$ cat src/rtl/fpu_bcd_convert.sv
// Sequential packed-BCD converter for the FPU datapath: binary->BCD by double-dabble,
// BCD->binary by multiply-accumulate, with overflow/invalid detection and indefinite result.
module fpu_bcd_convert #(
   parameter int BIN_WIDTH = 64,
   parameter int DIGITS    = 18,
   parameter int BCD_WIDTH = DIGITS*4+8
) (
   input  logic                 clk,
   input  logic                 reset,
   input  logic                 start,
   input  logic                 mode,
   input  logic [BIN_WIDTH-1:0] binary_in,
   input  logic                 sign_in,
   input  logic [BCD_WIDTH-1:0] bcd_in,
   output logic                 busy,
   output logic                 done,
   output logic                 error,
   output logic [BCD_WIDTH-1:0] bcd_out,
   output logic [BIN_WIDTH-1:0] binary_out,
   output logic                 sign_out
);

   // Working register must hold every digit of 2^BIN_WIDTH-1, always at least one above DIGITS.
   localparam int B2D_CALC   = (BIN_WIDTH*30103 + 99999) / 100000;
   localparam int B2D_DIGITS = (B2D_CALC > DIGITS) ? B2D_CALC : DIGITS + 1;
   localparam int B2D_W      = B2D_DIGITS*4;
   localparam int DIG_W      = DIGITS*4;
   localparam int MAX_N      = (BIN_WIDTH > DIGITS) ? BIN_WIDTH : DIGITS;
   localparam int CNT_W      = $clog2(MAX_N + 1);

   localparam logic [CNT_W-1:0]     B2D_LAST  = CNT_W'(BIN_WIDTH);
   localparam logic [CNT_W-1:0]     D2B_LAST  = CNT_W'(DIGITS);
   localparam logic [BCD_WIDTH-1:0] BCD_INDEF = {16'hFFFF, 4'hC, {(BCD_WIDTH-20){1'b0}}};

   typedef enum logic [1:0] {
      ST_IDLE = 2'd0,
      ST_B2D  = 2'd1,
      ST_D2B  = 2'd2,
      ST_DONE = 2'd3
   } state_t;

   state_t               state_r;
   state_t               next_state_s;
   logic [CNT_W-1:0]     cnt_r;
   logic [BIN_WIDTH-1:0] bin_r;
   logic [B2D_W-1:0]     bcd_r;
   logic [DIG_W-1:0]     dig_r;
   logic [BIN_WIDTH-1:0] acc_r;
   logic                 invalid_r;
   logic                 sign_r;
   logic                 busy_r;
   logic                 done_r;
   logic                 error_r;
   logic [BCD_WIDTH-1:0] bcd_out_r;
   logic [BIN_WIDTH-1:0] binary_out_r;
   logic                 sign_out_r;

   logic                 accept_s;
   logic                 b2d_last_s;
   logic                 d2b_last_s;
   logic [B2D_W-1:0]     adj_s;
   logic [B2D_W-1:0]     bcd_shift_s;
   logic [3:0]           digit_s;
   logic [BIN_WIDTH-1:0] acc_next_s;
   logic                 overflow_s;
   logic                 unused_s;

   function automatic logic [B2D_W-1:0] dabble_adjust(input logic [B2D_W-1:0] v);
      logic [B2D_W-1:0] r;
      r = v;
      for (int i = 0; i < B2D_DIGITS; i++) begin
         if (r[i*4 +: 4] >= 4'd5) begin
            r[i*4 +: 4] = r[i*4 +: 4] + 4'd3;
         end else begin
            r[i*4 +: 4] = r[i*4 +: 4];
         end
      end
      return r;
   endfunction

   assign accept_s    = start && ((state_r == ST_IDLE) || (state_r == ST_DONE));
   assign b2d_last_s  = (cnt_r == B2D_LAST);
   assign d2b_last_s  = (cnt_r == D2B_LAST);
   assign adj_s       = dabble_adjust(bcd_r);
   assign bcd_shift_s = {adj_s[B2D_W-2:0], bin_r[BIN_WIDTH-1]};
   assign digit_s     = dig_r[DIG_W-1 -: 4];
   assign acc_next_s  = (acc_r << 3) + (acc_r << 1) + {{(BIN_WIDTH-4){1'b0}}, digit_s};
   assign overflow_s  = |bcd_r[B2D_W-1:DIG_W];
   assign unused_s    = ^{bcd_in[BCD_WIDTH-2:DIG_W], adj_s[B2D_W-1]};

   assign busy       = busy_r;
   assign done       = done_r;
   assign error      = error_r;
   assign bcd_out    = bcd_out_r;
   assign binary_out = binary_out_r;
   assign sign_out   = sign_out_r;

   // State register
   always_ff @(posedge clk or negedge reset) begin
      if (!reset) begin
         state_r <= ST_IDLE;
      end else begin
         state_r <= next_state_s;
      end
   end

   // Next-state decode; each loop state exits on its terminal count
   always_comb begin
      next_state_s = state_r;
      case (state_r)
         ST_IDLE, ST_DONE: begin
            if (start) begin
               next_state_s = mode ? ST_D2B : ST_B2D;
            end else begin
               next_state_s = ST_IDLE;
            end
         end
         ST_B2D: begin
            if (b2d_last_s) begin
               next_state_s = ST_DONE;
            end else begin
               next_state_s = ST_B2D;
            end
         end
         ST_D2B: begin
            if (d2b_last_s) begin
               next_state_s = ST_DONE;
            end else begin
               next_state_s = ST_D2B;
            end
         end
         default: next_state_s = ST_IDLE;
      endcase
   end

   // Datapath, handshake and result registers
   always_ff @(posedge clk or negedge reset) begin
      if (!reset) begin
         cnt_r        <= {CNT_W{1'b0}};
         bin_r        <= {BIN_WIDTH{1'b0}};
         bcd_r        <= {B2D_W{1'b0}};
         dig_r        <= {DIG_W{1'b0}};
         acc_r        <= {BIN_WIDTH{1'b0}};
         invalid_r    <= 1'b0;
         sign_r       <= 1'b0;
         busy_r       <= 1'b0;
         done_r       <= 1'b0;
         error_r      <= 1'b0;
         bcd_out_r    <= {BCD_WIDTH{1'b0}};
         binary_out_r <= {BIN_WIDTH{1'b0}};
         sign_out_r   <= 1'b0;
      end else if (accept_s) begin
         cnt_r     <= {CNT_W{1'b0}};
         bin_r     <= binary_in;
         bcd_r     <= {B2D_W{1'b0}};
         dig_r     <= bcd_in[DIG_W-1:0];
         acc_r     <= {BIN_WIDTH{1'b0}};
         invalid_r <= 1'b0;
         sign_r    <= mode ? bcd_in[BCD_WIDTH-1] : sign_in;
         busy_r    <= 1'b1;
         done_r    <= 1'b0;
      end else begin
         case (state_r)
            ST_B2D: begin
               if (b2d_last_s) begin
                  busy_r    <= 1'b0;
                  done_r    <= 1'b1;
                  error_r   <= overflow_s;
                  bcd_out_r <= overflow_s ? BCD_INDEF
                             : {sign_r, {(BCD_WIDTH-1-DIG_W){1'b0}}, bcd_r[DIG_W-1:0]};
               end else begin
                  bcd_r <= bcd_shift_s;
                  bin_r <= bin_r << 1;
                  cnt_r <= cnt_r + CNT_W'(1);
               end
            end
            ST_D2B: begin
               if (d2b_last_s) begin
                  busy_r       <= 1'b0;
                  done_r       <= 1'b1;
                  error_r      <= invalid_r;
                  binary_out_r <= invalid_r ? {BIN_WIDTH{1'b0}} : acc_r;
                  sign_out_r   <= sign_r;
               end else begin
                  acc_r     <= acc_next_s;
                  dig_r     <= dig_r << 4;
                  invalid_r <= invalid_r | (digit_s > 4'd9);
                  cnt_r     <= cnt_r + CNT_W'(1);
               end
            end
            ST_DONE: begin
               done_r <= 1'b0;
            end
            default: begin
               done_r <= 1'b0;
            end
         endcase
      end
   end

endmodule

$ cat config.mk
export PLATFORM = sky130hd
export DESIGN_NAME = fpu_bcd_convert
export DESIGN_NICKNAME = d
export VERILOG_FILES = /design/src/rtl/fpu_bcd_convert.sv
export SDC_FILE = /design/constraint.sdc
export NUM_CORES = 1
export LEC_CHECK = 0
export BUFFER_PORTS_ARGS = -buffer_cell sky130_fd_sc_hd__buf_2
export CAP_MARGIN = 40
export CORE_MARGIN = 8
export CORE_UTILIZATION = 45
export DETAILED_ROUTE_END_ITERATION = 8
export HOLD_SLACK_MARGIN = 0.08
export SYNTH_ARGS = -nofsm -noshare
export SYNTH_HDL_FRONTEND = slang
export SYNTH_SLANG_ARGS = --single-unit
$ cat constraint.sdc
create_clock -name clk -period 8 [get_ports clk]
set_clock_uncertainty 0.1 [all_clocks]
set_input_delay 0.8 -clock clk [delete_from_list [all_inputs] [get_ports clk]]
set_output_delay 0.8 -clock clk [all_outputs]
set_load 0.01 [all_outputs]
==> metrics.csv, run 1 <==
metric,value,unit
status,completed,
drt-vias-per-instance,5.413,
grt_pass1_wl,102.9,mm
start_util,45.23,%
ir_drop,0.0002580,V
setup_tns,0,ps
worst_ep_arrival_time,4540,ps
numCtsBuffers,48,
gr-total-overflow,0,
htree_levels,2,
clk_latency,590,ps
clockBufferDepth,3,
rsz0062_at_grt,no,
first_pass_iters,5,
async_flop_share,100.0,%
critPathMaxFanout,4,
synth_ff_type,dfrtp_1,
placeableCoreArea,53390,µm²
powerDensity,303.2,nW/µm²
final_common_cell,nand2_1,
postLayoutCellArea,27540,µm²
vias,20169,
area_growth,14.06,%
cts_tree,yes,
period_needed,4186,ps
die_height,247.7,µm
worst_slew_pin_slew,1106,ps
fmax,0.2389,GHz
wire_per_inst,16.70,µm
place.gp.congestion,0.8868,
worst_slack,3814,ps
grt_max_degree,270,
num_rows,85,
postSynthAreaPerCell,8.569,µm²
hpwl,42.77,mm
postSynthCellCount,2818,
synth-warning-count,0,
maxSlewHeadroom,26.26,%
maxCapViolations,0,
power_leakage,12.96,nW
clk_root_buffer_cell,clkbuf_16,
io_pins,297,
finish.net_count,3313,
grt_antenna_before_repair,8,
worstSetupPathType,reg2reg,
drc,0,
grt_use_total,20.16,%
slew_viol_final,0,
die_w,247.7,µm
grt_pass1_vias,19907,
worst_ep_required_time,8350,ps
pre_cts_ws,3859,ps
first_iter_violations,1454,
ant_nets,0,
die-area,61330,µm²
port-buffer-count,289,
hold_class,in2reg,
drive_above_1_share,13.41,%
synth_edf_count,0,
seq_area_frac_synth,44.87,%
startpoint_type,register,
clock-sinks,433,
utilization,51.59,%
synth_nets,3138,
hold_viol,0,
r2r_setup_slack,3810,ps
synth_seq_cells,433,
setup_viol,0,
place_area,25870,µm²
final_cell_mix,"nand2_1, dfrtp_1, buf_2",
netlist-cell-type-count,68,
clk_pin_slew,60,ps
wl,62.21,mm
cp-end-kind,register,
layout_worst_path_cycle_share,52.33,%
syn_area,24150,µm²
==> registers in the layout (all words and copies together), names as in the netlist <==
| signal | cells |
|---|---|
| sign_r | 1 |
| bcd_out | 74 |
| bcd_r | 80 |
| cnt_r | 7 |
| done | 1 |
| invalid_r | 1 |
| dig_r | 72 |
| acc_r | 64 |
| binary_out | 64 |
| error | 1 |
| sign_out | 1 |
| bin_r | 64 |
| busy | 1 |
| state_r | 2 |
==> stage by stage <==
stage | instances | hold slack [ps] | total power, mW
6_report | 3726 | 315.0 | 8.351
5_1_grt | 3724 | 297.8 | 8.994
4_1_cts | 3723 | 269.4 | 8.449
3_5_place_dp | 3637 | 365.0 | 6.071
3_3_place_gp | 3634 | 354.6 | 5.945
2_1_floorplan | 2818 | 368.2 | 5.334
==> power breakdown <==
group	leakage, nW	total [mW]	switching (mW)	internal [mW]
clock	0.797	2.33	0.925	1.40
combinational	6.51	2.90	1.89	1.02
sequential	5.65	3.12	0.393	2.73
total	13.0	8.35	3.20	5.15
==> kinds of logic after synthesis <==
| kind of cell | after synthesis | synth area share, % |
|---|---|---|
| AOI/OAI and AO/OA | 747 | 18.87 |
| xor gates and xnor gates | 76 | 2.756 |
| adders and majority gates | 171 | 8.922 |
| buffers and inverters | 271 | 5.078 |
| DFF | 433 | 44.87 |
| muxes | 2 | 0.08808 |
| and+or+nand+nor | 1118 | 19.41 |
==> worst paths after layout <==
check                        startpoint           to  cells after the start
hold reg to reg             bcd_out[44]  bcd_out[44]                      2
min in group asynchronous         reset    dig_r[60]                      2
hold / removal             binary_in[0]     bin_r[0]                      3
max in group asynchronous         reset  bcd_out[57]                      3
setup reg to reg              dig_r[71]    acc_r[54]                     15
setup / recovery              dig_r[71]    acc_r[54]                     15
==> synthesized netlist by cell type (32+ instances only) <==
cell / count / share of area, %
o21bai_1: 32 / 0.99
clkbuf_1: 153 / 2.4
a21oi_1: 191 / 4.0
ha_1: 169 / 8.8
o31ai_1: 53 / 1.6
a31oi_1: 145 / 3.8
nand2_1: 653 / 10
nor3_1: 41 / 0.85
xnor2_1: 50 / 1.8
nor2_1: 232 / 3.6
dfrtp_1: 433 / 45
nand3_1: 47 / 0.97
o21ai_0: 167 / 3.5
a211oi_1: 49 / 1.5
nand2b_1: 69 / 1.8
inv_1: 85 / 1.3
==> routing by layer <==
layer	global-route usage [%]	vias up	wire, µm
li1	-	10027	-
met1	27.70	9601	28940
met2	31.72	419	27980
met3	4.594	110	3753
met4	5.747	12	1451
met5	0	-	79
==> critical path, cell delays in order (launching register included) <==
cell      delay [ps]
dfrtp_1          390
inv_1             90
fa_1             540
inv_1             70
fa_1             480
a211oi_1         260
o21a_1           260
a21oi_2          110
nor2_1           390
o32ai_1          190
o21ai_1          180
a21oi_1          100
or2_1            260
a311oi_1         330
xor2_1           200
o22ai_1           80
==> layout make-up <==
| class | instances | area [µm²] |
|---|---|---|
| Fill cell | 5092 | 25850 |
| Timing Repair Buffer | 311 | 1712 |
| Sequential cell | 433 | 10840 |
| Clock inverter | 17 | 301.5 |
| Inverter | 85 | 319.1 |
| Tap cell | 696 | 870.8 |
| Clock buffer | 68 | 1348 |
| Antenna cell | 2 | 5.005 |
| Multi-Input combinational cell | 2114 | 12150 |
==> repair_timing <==
item | in CTS | in global routing
setup buffers | 0 | 0
gates resized for setup | 0 | 0
hold buffers | 1 | 0
endpoints found under the hold margin | 34 | 0
Power figures use the tool's default switching activity.
==> inputs of run 2 (changes only) <==
--- a/config.mk
+++ b/config.mk
@@ -5,6 +5,7 @@
 export SDC_FILE = /design/constraint.sdc
 export NUM_CORES = 1
 export LEC_CHECK = 0
+export ABC_AREA = 1
 export BUFFER_PORTS_ARGS = -buffer_cell sky130_fd_sc_hd__buf_2
 export CAP_MARGIN = 40
 export CORE_MARGIN = 8
==> constraint.sdc (replaced) <==
create_clock -name clk -period 4.1 [get_ports clk]
set_clock_uncertainty 0.1 [all_clocks]
set_input_delay 0.41 -clock clk [delete_from_list [all_inputs] [get_ports clk]]
set_output_delay 0.41 -clock clk [all_outputs]
set_load 0.01 [all_outputs]
==> metrics.csv, run 2 <==
metric,value,unit
fin_cells,4367,
seq_area_frac_synth,43.96,%
worst_ep_required_time,4480,ps
nFillCells,5158,
fmax,0.3103,GHz
setup_viol,0,
worst_hold_slack,289.5,ps
die-area,62520,µm²
hold_viol,0,
ant_nets,0,
postSynthCellCount,3235,
first_pass_iters,7,
first_iter_violations,1458,
r2r_setup_slack,880,ps
cts_tree,yes,
netlist-cell-type-count,43,
start_util,45.62,%
cp-end-kind,register,
ir_drop,0.0004244,V
placedCellCount,4132,
num_rows,85,
final_cell_mix,"nand2_1, inv_1, dfrtp_1",
port-buffer-count,289,
async_flop_share,100.0,%
drive_above_1_share,11.62,%
grt_max_degree,108,
synth_most_common_cell,nand2_1,
numCtsBuffers,46,
crit_path_frequent_cell,nand3_1,
clk_root_buffer_cell,clkbuf_16,
startpoint_type,register,
io_pins,297,
worst_slew_pin_slew,957.5,ps
grt_pass1_vias,22492,
power,13.54,mW
synth_top_area_share,43.96,%
synth_area_leaders,"dfrtp_1, nand2_1, ha_1",
hold_class,in2reg,
cp_slowest_stage_delay,530,ps
area_growth,20.37,%
placeableCoreArea,54030,µm²
crit_chain,inv_1 -> fa_1 -> inv_1 -> fa_1 -> nand3_1 -> nand3_1 -> nand2_1 -> nand2_1 -> nand2_1 -> nand3_1 -> nand3_1 -> nand3_1 -> nand3_1 -> nand2_1,
synth_nets,3555,
postLayoutCellArea,29670,µm²
clk_pin_slew,60,ps
synth-warning-count,0,
hpwl,51.65,mm
die_w,250.0,µm
period_needed,3222,ps
grt_use_total,22.56,%
synth_edf_count,0,
place_area,26730,µm²
worstSetupPathType,reg2reg,
critPathMaxFanout,4,
wire_per_inst,16.59,µm
setup_tns,0,ps
layout_worst_path_cycle_share,78.59,%
clk_latency,590,ps
top_register,bcd_r,
place.gp.congestion,0.9637,
power_leakage,15.67,nW
vias,22695,
postCtsResizedCells,0,
slew_viol_final,0,
seq_area,10840,µm²
final_common_cell,nand2_1,
drc,0,
htree_levels,2,
syn_area,24650,µm²
powerDensity,456.4,nW/µm²
multi_input_comb_area,11530,µm²
synth_seq_cells,433,
rsz0062_at_grt,no,
status,completed,
worst_ep_arrival_time,3600,ps
postSynthAreaPerCell,7.619,µm²
drt-vias-per-instance,5.197,
critical_path.top_delay_family,simple AND/OR/NAND/NOR gates,
slowest_stage,fa_1,
cp_num_buf_inv,2,
maxSlewHeadroom,36.17,%
clockBufferDepth,3,
largest_reg_flops,80,
grt_antenna_before_repair,12,
gr-total-overflow,0,
clock-sinks,433,
synth_ff_type,dfrtp_1,
yosys.area.top_type,dfrtp_1,
maxCapViolations,0,
grt_pass1_wl,117.1,mm
synthTopCellsByCount,"nand2_1, inv_1, dfrtp_1",
wl,72.47,mm
die_height,250.0,µm
finish.net_count,3944,
==> run 2: cell types whose count changed after synthesis, moves of 53 or more <==
cell and change:
a21oi_1 -59, a31oi_1 -145, clkbuf_1 -116, inv_1 +356, nand2_1 +354, nand2b_1 -69
nand3_1 +53, o21ai_1 +96, o22ai_1 +169
==> run 2: worst register-to-register path, delay by kind of cell, from the launching register on <==
kind	cells	cell delay, ps
and+or+nand+nor	10	1460
buffers and inverters	2	140
adders and majority gates	2	1020
DFF	1	380
==> run 2: cell type report <==
class,count,share of cell area (%)
well taps,696,2.935
clock inverters,15,0.4724
multi-input cells,2238,38.87
repair buffers,454,10.78
clock buffers,68,4.597
flip-flops and latches,433,36.52
diodes,12,0.1012
inverters,451,5.719
==> run 2: path summary, 6_finish.rpt <==
path                           start             end  cells past startpoint
setup / recovery           dig_r[71]       acc_r[56]                     14
min in group asynchronous      reset  binary_out[42]                      2
setup reg to reg           dig_r[71]       acc_r[56]                     14
hold reg to reg                 busy            busy                      2
max in group asynchronous      reset        acc_r[6]                      3
hold / removal                 start       invalid_r                      4
==> run 2: per-stage QoR <==
step	setup slack, ps	util, %
final	877.7	54.91
after global routing	799.6	54.91
after CTS	949.7	54.85
after detailed placement	956.2	49.48
after global placement	945.8	49.34
after floorplan	1553	-
==> run 2: metal layers <==
layer	wire (µm)	vias up	global-route usage, %
met5	13	-	0
met4	1921	2	6.984
met3	4434	132	4.573
met2	33240	638	36.46
met1	32860	10692	30.29
li1	-	11231	-
==> run 2: repair_timing <==
item / in CTS / in global routing
hold buffers: 140 / 0
endpoints found under the hold margin: 241 / 0
setup buffers: 0 / 0
==> run 2: kinds of logic after synthesis <==
group           Yosys count  share of synthesized area (%)
flops                   433                          43.96
fa+ha+maj               171                          8.742
simple gates           1415                          22.81
xor+xnor                 28                         0.9950
buf+inv                 564                          9.321
compound gates          624                          14.17
==> run 2: power breakdown <==
part           total (mW)  leakage, nW  internal (mW)  switching (mW)
combinational        3.88         9.24           1.35            2.54
sequential           5.51         5.67           5.08           0.439
clock                4.14        0.751           2.37            1.77
==> inputs of run 3 (changes only) <==
--- a/config.mk
+++ b/config.mk
@@ -5,13 +5,14 @@
 export SDC_FILE = /design/constraint.sdc
 export NUM_CORES = 1
 export LEC_CHECK = 0
-export ABC_AREA = 1
+export ABC_AREA = 0
 export BUFFER_PORTS_ARGS = -buffer_cell sky130_fd_sc_hd__buf_2
 export CAP_MARGIN = 40
 export CORE_MARGIN = 8
 export CORE_UTILIZATION = 45
 export DETAILED_ROUTE_END_ITERATION = 8
 export HOLD_SLACK_MARGIN = 0.08
+export PLACE_DENSITY = 0.67
 export SYNTH_ARGS = -nofsm -noshare
 export SYNTH_HDL_FRONTEND = slang
 export SYNTH_SLANG_ARGS = --single-unit
==> constraint.sdc (replaced) <==
create_clock -name clk -period 2.7 [get_ports clk]
set_clock_uncertainty 0.1 [all_clocks]
set_input_delay 0.27 -clock clk [delete_from_list [all_inputs] [get_ports clk]]
set_output_delay 0.27 -clock clk [all_outputs]
set_load 0.01 [all_outputs]
==> metrics.csv, run 3 (same netlist as run 1, synthesis figures left out) <==
metric,value,unit
grt_pass1_wl,119.0,mm
slowest_stage,fa_1,
place.gp.congestion,0.9021,
worst_slew_pin_slew,705.9,ps
ant_nets,0,
p_sw_share,38.88,%
final_common_cell,nand2_1,
grt_max_degree,127,
status,"finished, violations left",
pre_cts_ws,-921.5,ps
die_w,247.7,µm
grt_use_total,23.45,%
layout_worst_path_cycle_share,128.5,%
worst_hold_slack,170.3,ps
area_growth,33.86,%
nFillCells,4476,
largest_reg_flops,80,
vias,22751,
drive_above_1_share,24.44,%
final_cell_mix,"nand2_1, dfrtp_1, buf_2",
wire_per_inst,17.61,µm
powerDensity,840.7,nW/µm²
first_iter_violations,1596,
critical_path.top_delay_family,compound AO/OA/AOI/OAI gates,
fmax,0.2883,GHz
p_comb_share,40.1,%
wl,73.26,mm
cp_num_buf_inv,5,
top_register,bcd_r,
clk_pin_slew,60,ps
drc,0,
startpoint_type,register,
finish.net_count,3742,
die-area,61330,µm²
worst_ep_arrival_time,3880,ps
crit_chain,inv_2 -> fa_1 -> inv_2 -> buf_4 -> buf_6 -> ha_4 -> a211oi_4 -> o21ai_2 -> nand3_2 -> a21oi_2 -> o21ai_2 -> a211oi_2 -> or2_1 -> a221oi_2 -> buf_4 -> o21ai_4 -> and3_4 -> nor3_2,
port-buffer-count,289,
setup_viol,53,
cts_tree,yes,
maxSlewHeadroom,52.94,%
clock-sinks,433,
htree_levels,2,
place_area,28120,µm²
hpwl,48.32,mm
slew_viol_final,0,
worstSetupPathType,reg2reg,
clock_power_share,25.9,%
postLayoutCellArea,32320,µm²
ir_drop,0.0005523,V
worst_slack,-768.7,ps
p_int,16.61,mW
period_needed,3469,ps
setup_tns,-25780,ps
cp_slowest_stage_delay,550,ps
hold_class,in2async,
io_pins,297,
clockBufferDepth,3,
numCtsBuffers,48,
num_rows,85,
first_pass_iters,5,
grt_pass1_vias,23115,
drt-vias-per-instance,5.469,
seq_power_share,34.1,%
worst_ep_required_time,3110,ps
rsz0062_at_grt,yes,
clk_root_buffer_cell,clkbuf_16,
start_util,45.23,%
gr-total-overflow,0,
power_leakage,15.25,nW
violations,negative setup slack,
hold_viol,0,
clk_latency,600,ps
die_height,247.7,µm
switchingPower,10.57,mW
critPathMaxFanout,2,
placeableCoreArea,53390,µm²
cp-end-kind,register,
grt_antenna_before_repair,0,
maxCapViolations,0,
[run 3: stage by stage]
stage / power (mW) / utilization, % / cells
after floorplan: 15.82 / - / 2818
after detailed placement: 19.25 / 52.68 / 3907
after CTS: 26.92 / 59.74 / 4148
after global routing: 28.96 / 60.53 / 4157
after global placement: 18.89 / 52.68 / 3907
final: 27.17 / 60.55 / 4160
[run 3: worst register-to-register path: cells and delay by family, from the launching register on]
family          cells  cell delay [ps]
compound gates      7             1040
fa+ha+maj           2              770
buf+inv             5              500
flops               1              350
simple gates        4              660
[run 3: power groups by stage]
stage          logic, mW  clock network [mW]  registers (mW)
2_1_floorplan       6.85                   0            8.97
3_3_place_gp        9.68                   0            9.22
3_5_place_dp        9.97                   0            9.28
4_1_cts             10.5                7.19            9.20
5_1_grt             12.1                7.43            9.45
6_report            10.9                7.03            9.26
[run 3: final timing paths]
kind / cells after the start / slack [ps] / to / from
min: 2 / 170 / binary_out[12] / reset
max in group asynchronous: 3 / 1450 / bcd_out[43] / reset
max: 18 / -770 / acc_r[33] / dig_r[71]
min in group clk: 4 / 340 / dig_r[3] / bcd_in[3]
max reg2reg: 18 / -770 / acc_r[33] / dig_r[71]
min reg2reg: 2 / 370 / bcd_out[41] / bcd_out[41]
[run 3: timing repair]
item	CTS	global route
gates resized for setup	109	68
hold buffers	141	0
setup endpoints to repair	53	55
buffers inserted	17	16
hold endpoints to repair	339	0
cloned	0	0
pin swaps	86	70
[run 3: per-layer routing]
metal / share of wire (%) / wire length [µm] / vias to the layer above / track usage (%)
li1: - / - / 10901 / -
met1: 43 / 31520 / 10902 / 30.48
met2: 47 / 34650 / 752 / 38.70
met3: 6.2 / 4506 / 196 / 4.777
met4: 3.5 / 2579 / 0 / 8.203
met5: 0 / 0 / - / 0
[run 3: area by class of cell]
cell class | instances | area, µm² | share of cell area (%)
antenna | 3 | 7.507 | 0.02322
inverter | 85 | 319.1 | 0.9870
sequential | 433 | 10840 | 33.52
timing repair buffer | 740 | 5500 | 17.02
clock buffer | 63 | 1368 | 4.231
tap | 696 | 870.8 | 2.694
multi-input combinational | 2114 | 13100 | 40.51
clock inverter | 26 | 327.8 | 1.014
